**config.mk**
```make
export PLATFORM = sky130hd
export DESIGN_NAME = uart_apb_ctrl
export DESIGN_NICKNAME = d
export VERILOG_FILES = /design/src/rtl/uart_apb_pkg.sv /design/src/rtl/uart_apb_regs.sv /design/src/rtl/uart_apb_ctrl.sv
export SDC_FILE = /design/constraint.sdc
export NUM_CORES = 1
export LEC_CHECK = 0
export ABC_AREA = 1
export ABC_CLOCK_PERIOD_IN_PS = 1200
export BUFFER_PORTS_ARGS = -buffer_cell sky130_fd_sc_hd__buf_2
export CAP_MARGIN = 25
export CORE_AREA = 2 2 96 98
export DETAILED_ROUTE_END_ITERATION = 7
export DIE_AREA = 0 0 98 100
export PLACE_DENSITY_LB_ADDON = 0.05
export SLEW_MARGIN = 20
export SYNTH_ARGS = -nofsm -noshare
export SYNTH_HDL_FRONTEND = slang
export SYNTH_SLANG_ARGS = --single-unit
export TNS_END_PERCENT = 5
```
**constraint.sdc**
```tcl
create_clock -name clk -period 1.2 [get_ports clk]
set_input_delay 0.24 -clock clk [delete_from_list [all_inputs] [get_ports clk]]
set_output_delay 0.24 -clock clk [all_outputs]
set_load 0.005 [all_outputs]
```
**src/rtl/uart_apb_pkg.sv**
```systemverilog
// uart_apb_pkg: shared definitions for the uart APB controller.
//   - byte offsets of the register map
//   - CTRL / STATUS bit positions
//   - TX sequencer state encoding
package uart_apb_pkg;

  localparam logic [7:0] OFF_CTRL   = 8'h00;
  localparam logic [7:0] OFF_BAUD   = 8'h04;
  localparam logic [7:0] OFF_TXDATA = 8'h08;
  localparam logic [7:0] OFF_RXDATA = 8'h0C;
  localparam logic [7:0] OFF_STATUS = 8'h10;

  localparam int CTRL_TX_EN  = 0;
  localparam int CTRL_RX_EN  = 1;
  localparam int CTRL_IE_TXE = 2;
  localparam int CTRL_IE_RXV = 3;

  localparam int ST_TX_BUSY  = 0;
  localparam int ST_TX_PEND  = 1;
  localparam int ST_RX_VALID = 2;
  localparam int ST_RX_OVR   = 3;

  typedef enum logic [1:0] {
    T_IDLE = 2'd0,
    T_REQ  = 2'd1,
    T_REL  = 2'd2
  } tx_state_t;

endpackage

```
**src/rtl/uart_apb_regs.sv**
```systemverilog
// uart_apb_regs: APB3 decode, CTRL/BAUD register file and error response.
// Ports:
//   clk, rst                      clock, synchronous active-high reset
//   psel/penable/pwrite/paddr/pwdata  APB request
//   prdata/pready/pslverr         APB response (registered on the setup phase)
//   tx_busy/tx_pend/tx_take       TX sequencer status; tx_take = holding reg consumed this cycle
//   rx_valid/rx_overrun/rx_byte   RX buffer status
//   ctrl, baud                    register contents
//   txdata_wr/txdata_byte         committed TXDATA write
//   rxdata_rd                     committed RXDATA read (clears rx_valid)
//   ovr_clr                       W1C of STATUS.rx_overrun
module uart_apb_regs
  import uart_apb_pkg::*;
#(
  parameter int          ADDR_W   = 5,
  parameter logic [31:0] BAUD_RST = 32'd868
) (
  input  logic              clk,
  input  logic              rst,
  input  logic              psel,
  input  logic              penable,
  input  logic              pwrite,
  input  logic [ADDR_W-1:0] paddr,
  input  logic [31:0]       pwdata,
  output logic [31:0]       prdata,
  output logic              pready,
  output logic              pslverr,
  input  logic              tx_busy,
  input  logic              tx_pend,
  input  logic              tx_take,
  input  logic              rx_valid,
  input  logic              rx_overrun,
  input  logic [7:0]        rx_byte,
  output logic [3:0]        ctrl,
  output logic [31:0]       baud,
  output logic              txdata_wr,
  output logic [7:0]        txdata_byte,
  output logic              rxdata_rd,
  output logic              ovr_clr
);

  localparam logic [ADDR_W-1:0] A_CTRL   = ADDR_W'(OFF_CTRL);
  localparam logic [ADDR_W-1:0] A_BAUD   = ADDR_W'(OFF_BAUD);
  localparam logic [ADDR_W-1:0] A_TXDATA = ADDR_W'(OFF_TXDATA);
  localparam logic [ADDR_W-1:0] A_RXDATA = ADDR_W'(OFF_RXDATA);
  localparam logic [ADDR_W-1:0] A_STATUS = ADDR_W'(OFF_STATUS);

  logic              setup, access, commit, wr_commit;
  logic [ADDR_W-1:0] addr;
  logic              sel_ctrl, sel_baud, sel_tx, sel_rx, sel_st;
  logic [31:0]       rdata;
  logic              err;
  logic              unused_paddr;

  assign unused_paddr = ^paddr[1:0];
  assign addr   = {paddr[ADDR_W-1:2], 2'b00};
  assign setup  = psel & ~penable;
  assign access = psel & penable;
  // The error decision taken on the setup phase also gates the commit.
  assign commit    = access & ~pslverr;
  assign wr_commit = commit & pwrite;
  assign pready    = 1'b1;

  assign sel_ctrl = (addr == A_CTRL);
  assign sel_baud = (addr == A_BAUD);
  assign sel_tx   = (addr == A_TXDATA);
  assign sel_rx   = (addr == A_RXDATA);
  assign sel_st   = (addr == A_STATUS);

  // A holding register being consumed this cycle counts as free for a new
  // TXDATA write, and as the start of a frame for a BAUD write.
  always_comb begin
    rdata = 32'd0;
    err   = 1'b0;
    if (sel_ctrl) begin
      rdata = {28'd0, ctrl};
    end else if (sel_baud) begin
      rdata = baud;
      err   = pwrite & (tx_busy | tx_take | (pwdata == 32'd0));
    end else if (sel_tx) begin
      err   = pwrite & tx_pend & ~tx_take;
    end else if (sel_rx) begin
      rdata = {24'd0, rx_byte};
      err   = pwrite;
    end else if (sel_st) begin
      rdata = {28'd0, rx_overrun, rx_valid, tx_pend, tx_busy};
    end else begin
      err   = 1'b1;
    end
  end

  always_ff @(posedge clk) begin
    if (rst) begin
      prdata  <= 32'd0;
      pslverr <= 1'b0;
      ctrl    <= 4'd0;
      baud    <= BAUD_RST;
    end else begin
      if (setup) begin
        prdata  <= rdata;
        pslverr <= err;
      end else if (!access) begin
        pslverr <= 1'b0;
      end
      if (wr_commit && sel_ctrl) ctrl <= pwdata[3:0];
      if (wr_commit && sel_baud) baud <= pwdata;
    end
  end

  assign txdata_wr   = wr_commit & sel_tx;
  assign txdata_byte = pwdata[7:0];
  assign rxdata_rd   = commit & ~pwrite & sel_rx;
  assign ovr_clr     = wr_commit & sel_st & pwdata[ST_RX_OVR];

endmodule

```
**src/rtl/uart_apb_ctrl.sv**
```systemverilog
// uart_apb_ctrl: APB3 slave that configures and sequences one uart instance.
//
//   state  | meaning
//   T_IDLE | no frame in flight; starts one when TX_EN and a byte is pending
//   T_REQ  | uart_tx_enable high, waiting for uart_tx_done
//   T_REL  | uart_tx_enable low, waiting for uart_tx_done to drop
//
// Ports:
//   clk, rst                       clock, synchronous active-high reset
//   psel..pslverr                  APB3 slave, zero wait states
//   uart_data_in                   {3'b000, tx byte} presented to the uart
//   uart_baud_select               BAUD register
//   uart_tx_enable/uart_tx_done    TX request / completion handshake
//   uart_rx_enable/uart_rx_done    RX enable / completion pulse
//   uart_data_out                  received data, [7:0] used
//   irq                            level interrupt
module uart_apb_ctrl
  import uart_apb_pkg::*;
#(
  parameter int          ADDR_W   = 5,
  parameter logic [31:0] BAUD_RST = 32'd868
) (
  input  logic              clk,
  input  logic              rst,
  input  logic              psel,
  input  logic              penable,
  input  logic              pwrite,
  input  logic [ADDR_W-1:0] paddr,
  input  logic [31:0]       pwdata,
  output logic [31:0]       prdata,
  output logic              pready,
  output logic              pslverr,
  output logic [10:0]       uart_data_in,
  output logic [31:0]       uart_baud_select,
  output logic              uart_tx_enable,
  output logic              uart_rx_enable,
  input  logic [31:0]       uart_data_out,
  input  logic              uart_tx_done,
  input  logic              uart_rx_done,
  output logic              irq
);

  tx_state_t   state;
  logic [3:0]  ctrl;
  logic        tx_pend, tx_take, tx_busy, tx_en_r;
  logic [7:0]  hold_byte;
  logic        txdata_wr, rxdata_rd, ovr_clr;
  logic [7:0]  txdata_byte;
  logic        rx_done_q, rx_cap, rx_valid, rx_ovr;
  logic [7:0]  rx_byte;
  logic        unused_data_out;

  assign unused_data_out = ^uart_data_out[31:8];

  uart_apb_regs #(
    .ADDR_W   (ADDR_W),
    .BAUD_RST (BAUD_RST)
  ) u_regs (
    .clk         (clk),
    .rst         (rst),
    .psel        (psel),
    .penable     (penable),
    .pwrite      (pwrite),
    .paddr       (paddr),
    .pwdata      (pwdata),
    .prdata      (prdata),
    .pready      (pready),
    .pslverr     (pslverr),
    .tx_busy     (tx_busy),
    .tx_pend     (tx_pend),
    .tx_take     (tx_take),
    .rx_valid    (rx_valid),
    .rx_overrun  (rx_ovr),
    .rx_byte     (rx_byte),
    .ctrl        (ctrl),
    .baud        (uart_baud_select),
    .txdata_wr   (txdata_wr),
    .txdata_byte (txdata_byte),
    .rxdata_rd   (rxdata_rd),
    .ovr_clr     (ovr_clr)
  );

  assign tx_take = (state == T_IDLE) & ctrl[CTRL_TX_EN] & tx_pend;
  assign tx_busy = (state != T_IDLE);

  // Holding register; a write in the cycle it is consumed wins.
  always_ff @(posedge clk) begin
    if (rst) begin
      tx_pend   <= 1'b0;
      hold_byte <= 8'd0;
    end else if (txdata_wr) begin
      tx_pend   <= 1'b1;
      hold_byte <= txdata_byte;
    end else if (tx_take) begin
      tx_pend   <= 1'b0;
    end
  end

  // T_REL is occupied for at least one cycle by construction, then waits
  // for the uart to release its done flag.
  always_ff @(posedge clk) begin
    if (rst) begin
      state        <= T_IDLE;
      tx_en_r      <= 1'b0;
      uart_data_in <= 11'd0;
    end else begin
      case (state)
        T_IDLE: if (tx_take) begin
          uart_data_in <= {3'b000, hold_byte};
          tx_en_r      <= 1'b1;
          state        <= T_REQ;
        end
        T_REQ: if (uart_tx_done) begin
          tx_en_r <= 1'b0;
          state   <= T_REL;
        end
        T_REL: if (!uart_tx_done) state <= T_IDLE;
        default: begin
          tx_en_r <= 1'b0;
          state   <= T_IDLE;
        end
      endcase
    end
  end

  // Reset gates the request combinationally so it drops in the reset cycle.
  assign uart_tx_enable = tx_en_r & ~rst;

  assign rx_cap = uart_rx_done & ~rx_done_q;

  always_ff @(posedge clk) begin
    if (rst) begin
      uart_rx_enable <= 1'b0;
      rx_done_q      <= 1'b0;
      rx_byte        <= 8'd0;
      rx_valid       <= 1'b0;
      rx_ovr         <= 1'b0;
      irq            <= 1'b0;
    end else begin
      uart_rx_enable <= ctrl[CTRL_RX_EN];
      rx_done_q      <= uart_rx_done;
      if (rx_cap) begin
        rx_byte  <= uart_data_out[7:0];
        rx_valid <= 1'b1;
      end else if (rxdata_rd) begin
        rx_valid <= 1'b0;
      end
      // A capture racing a read of the old byte is not an overrun.
      if (rx_cap && rx_valid && !rxdata_rd) rx_ovr <= 1'b1;
      else if (ovr_clr)                    rx_ovr <= 1'b0;
      irq <= (ctrl[CTRL_IE_TXE] & ~tx_pend) | (ctrl[CTRL_IE_RXV] & rx_valid);
    end
  end

endmodule

```
==> summary.md <==
| Metric | Value |
|---|---|
| Status | complete, no violations |
| DRC violations left | 0 |
| Die ar. | 0.00980 mm^2 |
| Syn_area_per_cell | 7.48 um^2 |
| #FFs+latches synth | 102 |
| Sw Ratio | 0.264 |
| Fillers | 854 |
| Crit Reg-Reg Endpoint | hold_byte[1]$_SDFFE_PP0P_ |
| Multi-input logic area | 0.00183 mm^2 |
| Critical path class | reg2out |
| EDFF count, synth | 0 |
| Post-synth top area cell | dfxtp_1 |
| ANT nets after route | 0 |
| Clock power frac | 0.331 |
| Vias | 3921 |
| Fin crit period | 1.19 ns |
| Proportion of layout cells with a drive suffix above 1 | 0.341 |
| Max-cap violations | 0 |
| Vias in the first global route | 3680 |
| DRT iter0 DRCs | 141 |
| WL met1 | 4910 um |
| Final Setup Violations | 0 |
| Worst setup path start | tx_en_r$_SDFFE_PP0P_ |
| Top routing layer in use | met4 |
| Placeable Area | 0.00889 mm^2 |
| Total CTS buffers | 9 |
| Combinational fraction of design power | 0.107 |
| Core Rows | 35 |
| Antenna violations before repair | 0 |
| # nets final | 763 |
| Top_reg_cell synth | dfxtp_1 |
| Top cell type's share of synthesized area | 0.512 |
| Post-DP HPWL | 7700 um |
| Min-Delay Path Class | in2reg |
| Crit path capture type | output port |
| Final worst-path setup slack | 0.0110 ns |
| Lkg Pwr | 2.39 nW |
| Die Ht | 100 um |
| Critical path endpoint | uart_tx_enable |
| Synth async-reset ratio | 0 |
| GRT Residual Overflow | 0 |
| Flop pwr share | 0.561 |
| RR Startpoint | u_regs.pslverr$_SDFFE_PP0P_ |
| Critical Path Slowest Stage Cell | dfxtp_2 |
| Worst reg-to-reg path cell count | 7 |
| Register Area | 0.00205 mm^2 |
| DR pass1 iterations | 4 |
| Top-count cell post-synth | nor2_1 |
| Final WL | 10800 um |
| WP data required | 0.96 ns |
| Final hold vios | 0 |
| Critical path fanouts, max | 2 |
| Mapped Area | 0.00399 mm^2 |
| CP arrival | 0.95 ns |
| Routability cong. | 0.824 |
| Max stage delay on crit path | 0.34 ns |
| Worst Skew | 0.0125 ns |
| Routed wire per std cell | 13.5 um |
| # IOs | 156 |
| First-pass GRT wire length | 17300 um |
| Finished Layout Cells | 803 |
| Clk pin slew, worst setup/hold paths | 0.10 ns |
| CTS H-tree lvls | 3 |
| Post-synth top cells | 137 x nor2_1, 102 x dfxtp_1, 79 x nand2_1, 75 x o21ai_0, 44 x a21oi_1 |
| Met2 routed WL | 5190 um |
| Max VDD drop | 0.000621 V |
| R2R Setup Slk | 0.02 ns |
| Fin. max-slew vios | 0 |
| Gate count after technology mapping | 533 |
| Inst Count DP | 783 |
| Stages on worst setup path | 3 |
| Ys Warns | 0 |
| Cell Pwr Density | 1170 mW/mm^2 |
| Switching power | 1.66 mW |
| Synth top area cells | dfxtp_1 51%, nor2_1 13%, o21ai_0 9.4%, nand2_1 7.4%, a21oi_1 5.5% |
| Vias per cell | 4.88 |
| Delay-heaviest family, CP | flip-flops |
| All-Layer GR Usage | 0.219 |
| Worst path cell trace | inv_2, nor2_4, buf_2 |
| Internal | 4.63 mW |
| Initial Utilization | 0.449 |
| Area Overhead vs Synth | 35.4% |
| Port Buf Inserts | 125 |
| Root Buffer | clkbuf_8 |
| Post-synthesis sequential area ratio | 0.512 |
| Met3 WL | 580 um |
| Antenna diode count | 0 |
| Pin count of the biggest net entering global routing | 61 |
| Clock latency on the worst-skew pair | 0.37 ns |
| Fmax | 841 MHz |
| Pre-CTS setup slack | -0.178 ns |
| Final period util | 0.991 |
| Worst setup SP type | flip-flop |
| CTS tree | done |
| Synth cell types | 27 |
| Clock Sinks | 102 |
| CTS Buffer Depth | 2 |
| Chip width | 98 um |
| RSZ-0062 raised after global routing | yes |
| WP buf/inv | 2 |
## cell families after synthesis
logic type             after synthesis  share of synthesized area
AND/OR/NAND/NOR                    236                      0.236
buffers and inverters               52                     0.0678
flip-flops                         102                      0.512
AO/OA/AOI/OAI                      141                      0.182
other                                2                    0.00188
## worst min-delay path by stage
stage / startpoint / to / slack [ns] / cells after the start
floorplan: pwdata[2] / u_regs.baud[2]$_SDFFE_PP1P_ / 0.35 / 2
global placement: uart_rx_done / rx_done_q$_SDFF_PP0_ / 0.45 / 3
detailed placement: u_regs.prdata[4]$_SDFFE_PP0P_ / u_regs.prdata[4]$_SDFFE_PP0P_ / 0.45 / 2
CTS: pwdata[8] / u_regs.baud[8]$_SDFFE_PP1P_ / 0.07 / 3
global route: pwdata[8] / u_regs.baud[8]$_SDFFE_PP1P_ / 0.08 / 3
finish: uart_rx_done / rx_done_q$_SDFF_PP0_ / 0.09 / 3
## registers in the layout, indices dropped and copies added (netlist names), 2 cells and up
register	cells
rx_byte	8
state	2
u_regs.ctrl	4
u_regs.baud	32
uart_data_in	8
hold_byte	8
u_regs.prdata	32
## tightest hold or removal path: stages
cell	delay [ns]
buf_2	0.07
inv_1	0.03
nor2_1	0.07
## cell type report
cell class,count,share of cell area
clock buffers,10,0.0255
flip-flops and latches,102,0.379
clock inverters,6,0.00950
well taps,111,0.0257
inverters,21,0.0197
multi-input cells,381,0.338
repair buffers,172,0.202
## through the flow
| step | power [mW] | utilization | hold slack, ns | area (um^2) | setup TNS, ns |
|---|---|---|---|---|---|
| finish | 6.29 | 0.607 | 0.0862 | 5400 | 0 |
| global route | 6.57 | 0.607 | 0.0831 | 5400 | -0.627 |
| CTS | 6.31 | 0.589 | 0.0724 | 5230 | -0.00990 |
| detailed placement | 4.23 | 0.559 | 0.453 | 4970 | -6.50 |
| global placement | 4.23 | 0.559 | 0.455 | 4970 | -4.83 |
| floorplan | 3.90 | - | 0.353 | 4000 | 0 |
## placed cells by master (no fill, tap or decap), drive strengths merged, types with 2 or more instances in the layout
| cell type | Yosys | routed |
|---|---|---|
| nand2 | 82 | 82 |
| a21oi | 44 | 44 |
| a22o | 4 | 4 |
| nand3 | 12 | 12 |
| clkinvlp | 0 | 2 |
| buf | 16 | 172 |
| clkbuf | 15 | 10 |
| a31oi | 3 | 3 |
| nor2 | 140 | 140 |
| inv | 18 | 19 |
| conb | 2 | 4 |
| dfxtp | 102 | 102 |
| o21ai | 89 | 89 |
| clkinv | 3 | 6 |
## metal layers
| layer | GRT usage | vias to the layer above |
|---|---|---|
| met1 | 0.283 | 1774 |
| met3 | 0.0376 | 10 |
| met4 | 0.0801 | 0 |
| met5 | 0 | - |
| met2 | 0.371 | 103 |
| li1 | - | 2034 |
## power groups by stage
stage               combinational (mW)  clock (mW)  sequential [mW]
floorplan                        0.293           0             3.61
global placement                 0.619           0             3.61
detailed placement               0.626           0             3.61
CTS                              0.642        2.14             3.53
global route                     0.752        2.27             3.55
finish                           0.675        2.09             3.53
## timing repair
action | 4_1_cts | 5_1_grt
setup endpoints to repair | 45 | 55
hold buffers | 0 | 0
buffers inserted | 1 | 2
resized for setup | 12 | 59
gates cloned | 1 | 0
pin swaps | 2 | 6
(Power assumes the default switching activity.)
